===== config.mk =====
export PLATFORM = sky130hd
export DESIGN_NAME = vec_accum
export DESIGN_NICKNAME = d
export VERILOG_FILES = /design/src/rtl/vec_accum.sv
export SDC_FILE = /design/constraint.sdc
export NUM_CORES = 1
export LEC_CHECK = 0
export ABC_CLOCK_PERIOD_IN_PS = 4300
export BUFFER_PORTS_ARGS = -buffer_cell sky130_fd_sc_hd__buf_2
export CAP_MARGIN = 20
export CORE_MARGIN = 5
export CORE_UTILIZATION = 30
export CTS_CLUSTER_DIAMETER = 150
export DETAILED_ROUTE_END_ITERATION = 6
export GPL_ROUTABILITY_DRIVEN = 0
export GPL_TIMING_DRIVEN = 1
export SKIP_CTS_REPAIR_TIMING = 1
export SLEW_MARGIN = 10
export SYNTH_ARGS = -nofsm -noshare
export SYNTH_HDL_FRONTEND = slang
export SYNTH_SLANG_ARGS = --single-unit

===== constraint.sdc =====
create_clock -name clk_i -period 4.3 [get_ports clk_i]
set_clock_uncertainty 0.15 [all_clocks]
set_input_delay 1.075 -clock clk_i [delete_from_list [all_inputs] [get_ports clk_i]]
set_output_delay 1.075 -clock clk_i [all_outputs]
set_load 0.01 [all_outputs]

===== src/rtl/vec_accum.sv =====
`default_nettype none
// ============================================================================
// Module      : vec_accum
// Description : Element-wise saturating accumulator over valid/ready/last
//               framed packets; emits one widened result vector per packet.
// Revision    : 1.0 - initial release
// ============================================================================
module vec_accum #(
    parameter int INPUT_BW    = 8,
    parameter int OUTPUT_BW   = 16,
    parameter int VECTOR_SIZE = 13
) (
    input  logic                             clk_i,
    input  logic                             rst_i,
    input  logic [VECTOR_SIZE*INPUT_BW-1:0]  data_i,
    input  logic                             valid_i,
    input  logic                             last_i,
    output logic                             ready_o,
    output logic [VECTOR_SIZE*OUTPUT_BW-1:0] data_o,
    output logic                             valid_o,
    output logic                             overflow_o,
    output logic [15:0]                      beats_o,
    input  logic                             ready_i
);

    localparam logic [0:0] c_st_accum  = 1'b0;
    localparam logic [0:0] c_st_output = 1'b1;

    localparam logic signed [OUTPUT_BW-1:0] c_sat_max = {1'b0, {(OUTPUT_BW-1){1'b1}}};
    localparam logic signed [OUTPUT_BW-1:0] c_sat_min = {1'b1, {(OUTPUT_BW-1){1'b0}}};

    logic [0:0]                       r_state;
    logic                             r_live;
    logic                             r_first;
    logic                             r_valid;
    logic                             r_ovf;
    logic [15:0]                      r_beats;
    logic [VECTOR_SIZE*OUTPUT_BW-1:0] r_acc;

    logic [VECTOR_SIZE*OUTPUT_BW-1:0] w_next;
    logic [VECTOR_SIZE-1:0]           w_sat;
    logic                             w_accept;
    logic [15:0]                      w_beats_next;

    // r_live holds ready low for the cycle right after reset
    assign ready_o  = r_live & (r_state == c_st_accum);
    assign w_accept = valid_i & ready_o;

    generate
        for (genvar k = 0; k < VECTOR_SIZE; k++) begin : g_lane
            logic signed [INPUT_BW-1:0]  w_in;
            logic signed [OUTPUT_BW-1:0] w_base;
            logic signed [OUTPUT_BW:0]   w_sum;

            assign w_in   = data_i[k*INPUT_BW +: INPUT_BW];
            assign w_base = r_first ? '0 : r_acc[k*OUTPUT_BW +: OUTPUT_BW];
            // One guard bit is enough: a mismatch between the top two bits means overflow
            assign w_sum  = (OUTPUT_BW+1)'(w_base) + (OUTPUT_BW+1)'(w_in);
            assign w_sat[k] = w_sum[OUTPUT_BW] ^ w_sum[OUTPUT_BW-1];
            assign w_next[k*OUTPUT_BW +: OUTPUT_BW] =
                !w_sat[k]        ? w_sum[OUTPUT_BW-1:0] :
                w_sum[OUTPUT_BW] ? c_sat_min : c_sat_max;
        end
    endgenerate

    assign w_beats_next = r_first              ? 16'd1 :
                          (r_beats == 16'hFFFF) ? 16'hFFFF : r_beats + 16'd1;

    always_ff @(posedge clk_i) begin
        if (rst_i) begin
            r_state <= c_st_accum;
            r_live  <= 1'b0;
            r_first <= 1'b1;
            r_valid <= 1'b0;
            r_ovf   <= 1'b0;
            r_beats <= 16'd0;
            r_acc   <= '0;
        end else begin
            r_live <= 1'b1;
            if (r_state == c_st_accum) begin
                if (w_accept) begin
                    r_acc   <= w_next;
                    r_ovf   <= (r_first ? 1'b0 : r_ovf) | (|w_sat);
                    r_beats <= w_beats_next;
                    r_first <= 1'b0;
                    if (last_i) begin
                        r_state <= c_st_output;
                        r_valid <= 1'b1;
                    end
                end
            end else begin
                if (ready_i) begin
                    r_state <= c_st_accum;
                    r_valid <= 1'b0;
                    r_first <= 1'b1;
                end
            end
        end
    end

    assign data_o     = r_acc;
    assign valid_o    = r_valid;
    assign overflow_o = r_ovf;
    assign beats_o    = r_beats;

endmodule
`default_nettype wire


[Word level (Yosys, flattened, before mapping)]
Cells that the tools add are included.
Cells by class
  $lt $le $gt $ge: 0
  bitwise operators: 17
  $mul: 0
  shifts and indexed selects: 0
  equality and inequality tests: 2
  add/subtract/negate cells: 14
  mux-type cells: 54
  reductions and logical operators: 6
  div/mod/pow operators: 0
Operator list (count)
  $mux W16: 41
  $add A16 B8 Y17: 13
  $add A16 B1 Y16 const B: 1
  $eq A16 B16 Y1 const B: 1
  $mux W1: 13
  $reduce_or A13 Y1: 1
  $xor A1 B1 Y1: 13
  $reduce_and A2 Y1: 2
  $reduce_bool A2 Y1: 2
  $reduce_and A3 Y1: 1
  $and A1 B1 Y1: 2
  $ne A2 B2 Y1 const B: 1
  $not A1 Y1: 1
  $or A1 B1 Y1: 1
Storage, ports and cells
  flip-flop bits (word level): 229
  bits in read-only memories: 0
  bits in writable memories: 0
  memories: 0
  latch bits: 0
  output and inout port bits: 227

[Longest topological paths before layout]
Gate-level depths: netlist of run 1.
  word-level depth: 5
  depth in mapped cells: 18
  depth with buffers taken out: 14

[Worst setup path after synthesis of run 1]
OpenSTA, ideal clock, no wires.
  kind: input to register
  start: input port data_i[56]
  end: register r_acc[126], in the netlist data_o[126]
  arrival time: 3.594 ns
  stages: 14
  path slack: 0.486 ns
  setup time: 0.070 ns
  path through: ha_1 -> inv_1 -> fa_1 -> nor2b_1 -> o21a_1 -> o21ai_1 -> a211o_1 -> a31oi_1 -> o21bai_1 -> a31o_2 -> buf_2 -> buf_4 -> maj3_1 -> a21oi_1
Between the ends
  longest elaborated chain between the ends: 3
  elaborated cells between the ends (all ways): 4
  those cells by class: 1 x add/sub; 2 x mux; 1 x bitwise
RTL lines
  start, declared: line 15  | input logic [VECTOR_SIZE*INPUT_BW-1:0] data_i,
  $add A16 B8 Y17 *: line 58  | assign w_sum = (OUTPUT_BW+1)'(w_base) + (OUTPUT_BW+1)'(w_in);
  $mux W16 or $xor A1 B1 Y1 (tied branches): line 62, 59
  $mux W16 *: line 61  | !w_sat[k] ? w_sum[OUTPUT_BW-1:0] :
  end signal, assigned: line 82  | r_acc <= w_next;
  end, declared: line 38  | logic [VECTOR_SIZE*OUTPUT_BW-1:0] r_acc;
Mark *: on every way between the ends. The rest lies on a longest branch, timed or not.
A chain may end at the register's enable or synchronous reset.

[Worst setup path after layout of run 1]
  start: register r_first
  end: register r_ovf, in the netlist overflow_o
Between the ends
  longest elaborated chain between the ends: 5
  elaborated cells between the ends (all ways): 42
  those cells by class: 13 x add/sub; 14 x mux; 14 x bitwise; 1 x reduce/logical
RTL lines
  start, declared: line 34  | logic r_first;
  start signal, assigned: line 73  | r_first <= 1'b1;
  start signal, assigned: line 85  | r_first <= 1'b0;
  start signal, assigned: line 95  | r_first <= 1'b1;
  $mux W16: line 56  | assign w_base = r_first ? '0 : r_acc[k*OUTPUT_BW +: OUTPUT_BW];
  $add A16 B8 Y17: line 58
  $xor A1 B1 Y1: line 59  | assign w_sat[k] = w_sum[OUTPUT_BW] ^ w_sum[OUTPUT_BW-1];
  $reduce_or A13 Y1: line 83  | r_ovf <= (r_first ? 1'b0 : r_ovf) | (|w_sat);
  $or A1 B1 Y1 *: line 83
  end signal, assigned: line 83
  end, declared: line 36  | logic r_ovf;
Marked as above.

==> results.py, run 1 <==
metrics = {
    "finish": {
        "finish.net_count": 3344,
        "nFillCells": 7230,
        "finish.cell_count_without_fillers": 3922,
        "layout-area-overhead-vs-synth_pct": 18.97,
        "final_area_um2": 24510,
        "share_of_cells_above_drive_strength_1": 0.1686,
    },
    "yosys": {
        "synth.largest_area_cell": "dfxtp_1",
        "netlist_top_cells_area": "dfxtp_1, ha_1, a21oi_1",
        "syn-num-nets": 3052,
        "synth.top_cells.by_count": "a21oi_1, o21ai_0, dfxtp_1",
        "yosysWarningCount": 0,
        "mapped_area_um2": 20600,
        "ys.flop_type": "dfxtp_1",
        "yosys.cell_types.count": 84,
        "number_of_enable_flip_flop_cells_after_synthesis": 0,
        "synthesis.area_per_instance_um2": 7.571,
        "async_s_r_ff_share_synth": 0,
        "synth_cells": 2721,
        "synth_top_cell_area_share": 0.2225,
        "dominant_cell_by_count_in_the_synthesized_netlist": "a21oi_1",
        "ys_ff_latch": 229,
        "yosysSeqAreaShare": 0.2225,
    },
    "placed_design": {
        "placed_cell_area_um2": 23480,
        "dp_slack_ps": 50.17,
        "detailed_place_hpwl_um": 46580,
        "dp.cells": 3862,
        "port_buffers": 335,
    },
    "min_path": {
        "min-delay-path-class": "reg -> reg",
    },
    "pwr": {
        "power.clock.fraction": 0.386,
        "report.power.total_w": 0.006926,
        "power.switching_w": 0.002329,
        "p_leak_nw": 11.00,
        "combinationalPowerShare": 0.269,
        "swShare": 0.3362,
        "ir_worst_vdd_mv": 0.2404,
        "power_report.internal_total_w": 0.004597,
        "seq_power_share": 0.345,
        "power_dens_cells_nw_per_um2": 282.6,
    },
    "timing": {
        "tns_ps": 0,
        "relative_slew_slack": 0.4176,
        "timing.fmax_mhz": 254.8,
        "rsz0062_at_grt": "false",
        "final_min_period_over_clock_period": 0.9126,
        "tightest_slew_ps": 873.5,
        "finalWorstPathRequiredPeriod_ps": 3924,
        "final_max_slew_viol_count": 0,
        "hold_viol": 0,
        "setup_violations": 0,
        "layout_setup_ws_ps": 376.0,
    },
    "global_routing": {
        "maximum_number_of_pins_on_one_net_before_global_route_repair": 128,
        "leftover_overflow_at_the_end_of_global_routing": 0,
        "grtUsageTotal": 0.1656,
        "antenna_violations_before_repair": 5,
        "grt_pass1_vias": 19260,
        "grt_pass1_wl_um": 103100,
    },
    "clock_tree": {
        "clock_tree_from_tritoncts": "built",
        "path_clk_slew_ps": 60,
        "worst_skew_pair.late_latency_ps": 590,
        "cts-buffers-inserted": 31,
        "cts_root_buffer": "clkbuf_16",
        "cts_htree_levels": 1,
        "tritoncts_num_sinks": 229,
        "ctsLongestPathBuffers": 3,
    },
    "worst_setup_path": {
        "critical-path-max-stage-delay_ps": 480,
        "critical_path.startpoint_type": "flop",
        "crit_required_ps": 4600,
        "cp_common_cell": "buf_4",
        "crit_fanout": 24,
        "crit_path_end_kind": "flop",
        "slowest_stage": "dfxtp_4",
        "worst_ep_arrival_time_ps": 4230,
        "crit_type": "reg -> reg",
        "cell_by_cell_trace_of_the_critical_path": "buf_4 -> nor2b_1 -> ha_1 -> o21ai_1 -> o21ai_2 -> a2111oi_4 -> o31ai_2 -> a211o_1 -> xor2_1 -> nor4_1 -> buf_4 -> nand4_1 -> nor4_2 -> a31oi_1",
    },
    "floorplan": {
        "io_pins": 336,
        "core_area_um2": 68350,
        "floorplan_die_area_um2": 74010,
        "die_w_um": 272.0,
        "starting_density": 0.3014,
        "row_count": 96,
        "die-height_um": 272.0,
    },
    "route": {
        "drtPass1Iterations": 5,
        "drt-vias-per-instance": 5.186,
        "avgRoutedWirePerCell_um": 16.51,
        "route.detailed.drc": 0,
        "detailroute.via_count": 20340,
        "drtIter0Drc": 1125,
        "detail-route-antenna-nets": 0,
        "routed_wirelength_um": 64750,
    },
    "run": {
        "max_cap_violations": 0,
    },
    "run_status": {
        "status": "finished, final reports clean",
    },
}
## worst max-delay path: cells and delay by family (launching register included)
family / cells / cell delay [ps]
AO/OA/AOI/OAI: 6 / 1370
AND/OR/NAND/NOR: 4 / 690
buffers and inverters: 2 / 550
adder cells (fa/ha/maj): 1 / 330
XOR/XNOR: 1 / 190
flip-flops: 1 / 480
## layout by cell type (no fill, tap or decap), drive strengths merged, types with 40 or more instances in the layout
cell / count
a21oi: 468
buf: 407
o21ai: 401
dfxtp: 229
nor2b: 225
ha: 209
nor2: 138
xnor2: 119
inv: 104
nand2: 72
a21o: 69
maj3: 61
xor2: 49
nor3: 47
nand2b: 40
clkbuf: 40
## registers in the layout (all words and copies together) (netlist names)
signal,cells
data_o,208
beats_o,16
overflow_o,1
r_first,1
r_live,1
r_state,1
valid_o,1
## power groups by stage
stage	Sequential [W]	Combinational, W	Clock, W
6_report	0.00239	0.00186	0.00267
5_1_grt	0.00241	0.00208	0.00285
4_1_cts	0.00239	0.00188	0.00278
3_5_place_dp	0.00244	0.00187	0
3_3_place_gp	0.00244	0.00186	0
2_1_floorplan	0.00247	0.00119	0
## per-layer routing
metal	vias up	share of wire	GRT usage
met1	9357	0.46	0.2166
met4	2	0.030	0.04963
met5	-	0.00019	0
met3	96	0.056	0.03374
met2	425	0.46	0.2762
li1	10460	-	-
## per-stage QoR
step | utilization | hold slack [ps]
2_1_floorplan | - | 313.0
3_3_place_gp | 0.3435 | 300.7
3_5_place_dp | 0.3435 | 297.2
4_1_cts | 0.3585 | 305.9
5_1_grt | 0.3585 | 341.4
6_report | 0.3586 | 300.8
## path summary, 6_finish.rpt
kind / start / endpoint / slack (ps) / cells past startpoint
hold / removal: valid_o / valid_o / 300 / 2
hold reg to reg: valid_o / valid_o / 300 / 2
setup reg to reg: r_first / overflow_o / 380 / 14
setup / recovery: r_first / overflow_o / 380 / 14
## cell families after synthesis
group / after synthesis / share of synthesized area
buffers and inverters: 252 / 0.04713
XOR/XNOR: 168 / 0.07252
multiplexers: 1 / 0.0004859
flip-flops: 229 / 0.2225
AO/OA/AOI/OAI: 1151 / 0.3223
AND/OR/NAND/NOR: 637 / 0.1652
adder cells (fa/ha/maj): 283 / 0.1698
## layout make-up
cell class                 count  area, um^2  area share
tap                          882        1104     0.04503
clock inverter                17       175.2    0.007148
timing repair buffer         407        2292     0.09353
clock buffer                  40       849.6     0.03467
antenna                        3       7.507   0.0003063
multi-input combinational   2240       15100      0.6160
sequential                   229        4588      0.1872
inverter                     104       395.4     0.01613
No activity file was read; power rests on OpenSTA's default activity.
==> run 2: changes to the inputs <==
BUFFER_PORTS_ARGS = -buffer_cell sky130_fd_sc_hd__buf_4   (was -buffer_cell sky130_fd_sc_hd__buf_2)
==> run 2 against run 1 <==
  * Combinational power grew 6%
  * Via count is 0.29% higher
  * Critical path depth unchanged
  * First-iteration DRC count rose by 1.6%
  * Worst hold slack improved by 21 ps
  * Critical endpoint unchanged
  * Total power up 3.4%
  * Count of clock-buffer cells in the layout grew 7
  * Register-to-register slack improved by 110 ps
  * Final cell count about the same
  * Largest cell class unchanged
  * Setup slack better by 110 ps
  * Sequential power about the same
==> results.py, run 2 (same netlist as run 1, synthesis figures left out) <==
metrics = {
    "run_status": {
        "status": "finished, final reports clean",
    },
    "placed_design": {
        "dp.cells": 3856,
        "port_buffers": 335,
        "detailed_place_hpwl_um": 47050,
        "dp_slack_ps": -119.1,
    },
    "timing": {
        "final_max_slew_viol_count": 0,
        "hold_viol": 0,
        "final_min_period_over_clock_period": 0.8879,
        "timing.fmax_mhz": 261.9,
        "relative_slew_slack": 0.4495,
        "timing.hold.ws_ps": 321.6,
        "finalWorstPathRequiredPeriod_ps": 3818,
        "layout_setup_ws_ps": 481.8,
        "tns_ps": 0,
        "tightest_slew_ps": 825.8,
        "rsz0062_at_grt": "false",
        "setup_violations": 0,
    },
    "clock_tree": {
        "cts-buffers-inserted": 34,
        "tritoncts_num_sinks": 229,
        "cts_htree_levels": 2,
        "cts_root_buffer": "clkbuf_16",
        "worst_skew_pair.late_latency_ps": 530,
        "ctsLongestPathBuffers": 3,
        "clock_tree_from_tritoncts": "built",
        "path_clk_slew_ps": 60,
    },
    "worst_setup_path": {
        "cp_common_cell": "nor4_2",
        "cell_by_cell_trace_of_the_critical_path": "buf_12 -> buf_4 -> nor2b_1 -> ha_1 -> o21ai_1 -> o21ai_2 -> a2111oi_4 -> o31ai_2 -> a211o_1 -> xor2_1 -> nor4_2 -> nand4_1 -> nor4_2 -> a31oi_1",
        "slowest_stage": "a2111oi_4",
        "crit_type": "reg -> reg",
        "critical_path.startpoint_type": "flop",
        "cpLargestDelayFamily": "compound AO/OA/AOI/OAI gates",
        "worstSetupPathDepth": 14,
        "cp.buffers_inverters": 2,
        "worst_case_reg_to_reg_path_depth": 14,
        "crit_path_end_kind": "flop",
        "crit_fanout": 21,
        "critical-path-max-stage-delay_ps": 430,
        "crit_required_ps": 4550,
        "worst_ep_arrival_time_ps": 4070,
    },
    "floorplan": {
        "starting_density": 0.3014,
        "die-height_um": 272.0,
        "floorplan_die_area_um2": 74010,
        "io_pins": 336,
        "core_area_um2": 68350,
        "die_w_um": 272.0,
        "row_count": 96,
    },
    "global_routing": {
        "grt_pass1_vias": 19400,
        "antenna_violations_before_repair": 4,
        "leftover_overflow_at_the_end_of_global_routing": 0,
        "grt_pass1_wl_um": 105500,
        "grtUsageTotal": 0.1703,
        "maximum_number_of_pins_on_one_net_before_global_route_repair": 153,
    },
    "finish": {
        "nFillCells": 7082,
        "finish.net_count": 3344,
        "layout-area-overhead-vs-synth_pct": 23.52,
        "finish.cell_count_without_fillers": 3920,
        "layout.cells.most_common_list": "a21oi_1, buf_4, o21ai_0",
        "layout.area.seq_um2": 4588,
        "most_frequent_standard_cell_in_the_layout_excluding_fill_and_tap_cells": "a21oi_1",
        "multi_input_area_um2": 15100,
        "largest_register_ffs": 208,
        "share_of_cells_above_drive_strength_1": 0.1686,
    },
    "route": {
        "drt-vias-per-instance": 5.204,
        "avgRoutedWirePerCell_um": 16.77,
        "routed_wirelength_um": 65750,
        "drtIter0Drc": 1143,
        "route.detailed.drc": 0,
        "drtPass1Iterations": 5,
        "detail-route-antenna-nets": 0,
        "detailroute.via_count": 20400,
    },
    "min_path": {
        "min-delay-path-class": "reg -> reg",
        "min_path_cells": 2,
    },
    "run": {
        "max_cap_violations": 0,
    },
    "pwr": {
        "power_dens_cells_nw_per_um2": 281.3,
        "p_leak_nw": 11.16,
        "ir_worst_vdd_mv": 0.2140,
    },
}
run 2: worst min-delay path: stages, from the launching register on:
cell and delay, ps:
dfxtp_1 320, nand2_1 50, a21oi_1 50
run 2: where the power goes:
part | total, W | internal [W] | switching (W)
registers | 0.00240 | 0.00227 | 0.000127
logic | 0.00198 | 0.000865 | 0.00111
clock network | 0.00278 | 0.00165 | 0.00113
run 2: cell type report:
type | count | share of cell area
multi-input cells | 2240 | 0.5935
flip-flops and latches | 229 | 0.1803
repair buffers | 404 | 0.1241
well taps | 882 | 0.04337
clock buffers | 47 | 0.03983
inverters | 104 | 0.01554
clock inverters | 12 | 0.003147
diodes | 2 | 0.0001967
run 2: path summary, 6_finish.rpt:
check / startpoint / end / slack [ps]
max: r_first / overflow_o / 480
min: valid_o / valid_o / 320
max reg2reg: r_first / overflow_o / 480
min reg2reg: valid_o / valid_o / 320
run 2: through the flow:
step,utilization,instance area (um^2),total power (W)
5_1_grt,0.3722,25440,0.007594
2_1_floorplan,-,20600,0.003658
6_report,0.3723,25450,0.007158
3_3_place_gp,0.3556,24310,0.004411
3_5_place_dp,0.3556,24310,0.004419
4_1_cts,0.3716,25400,0.007275
run 2: routing by layer:
layer / routed length, um / share of wire / GRT usage / up-vias
li1: - / - / - / 10440
met1: 30100 / 0.46 / 0.2238 / 9461
met2: 30030 / 0.46 / 0.2796 / 414
met3: 4007 / 0.061 / 0.04255 / 87
met4: 1600 / 0.024 / 0.04523 / 2
met5: 12 / 0.00018 / 0 / -
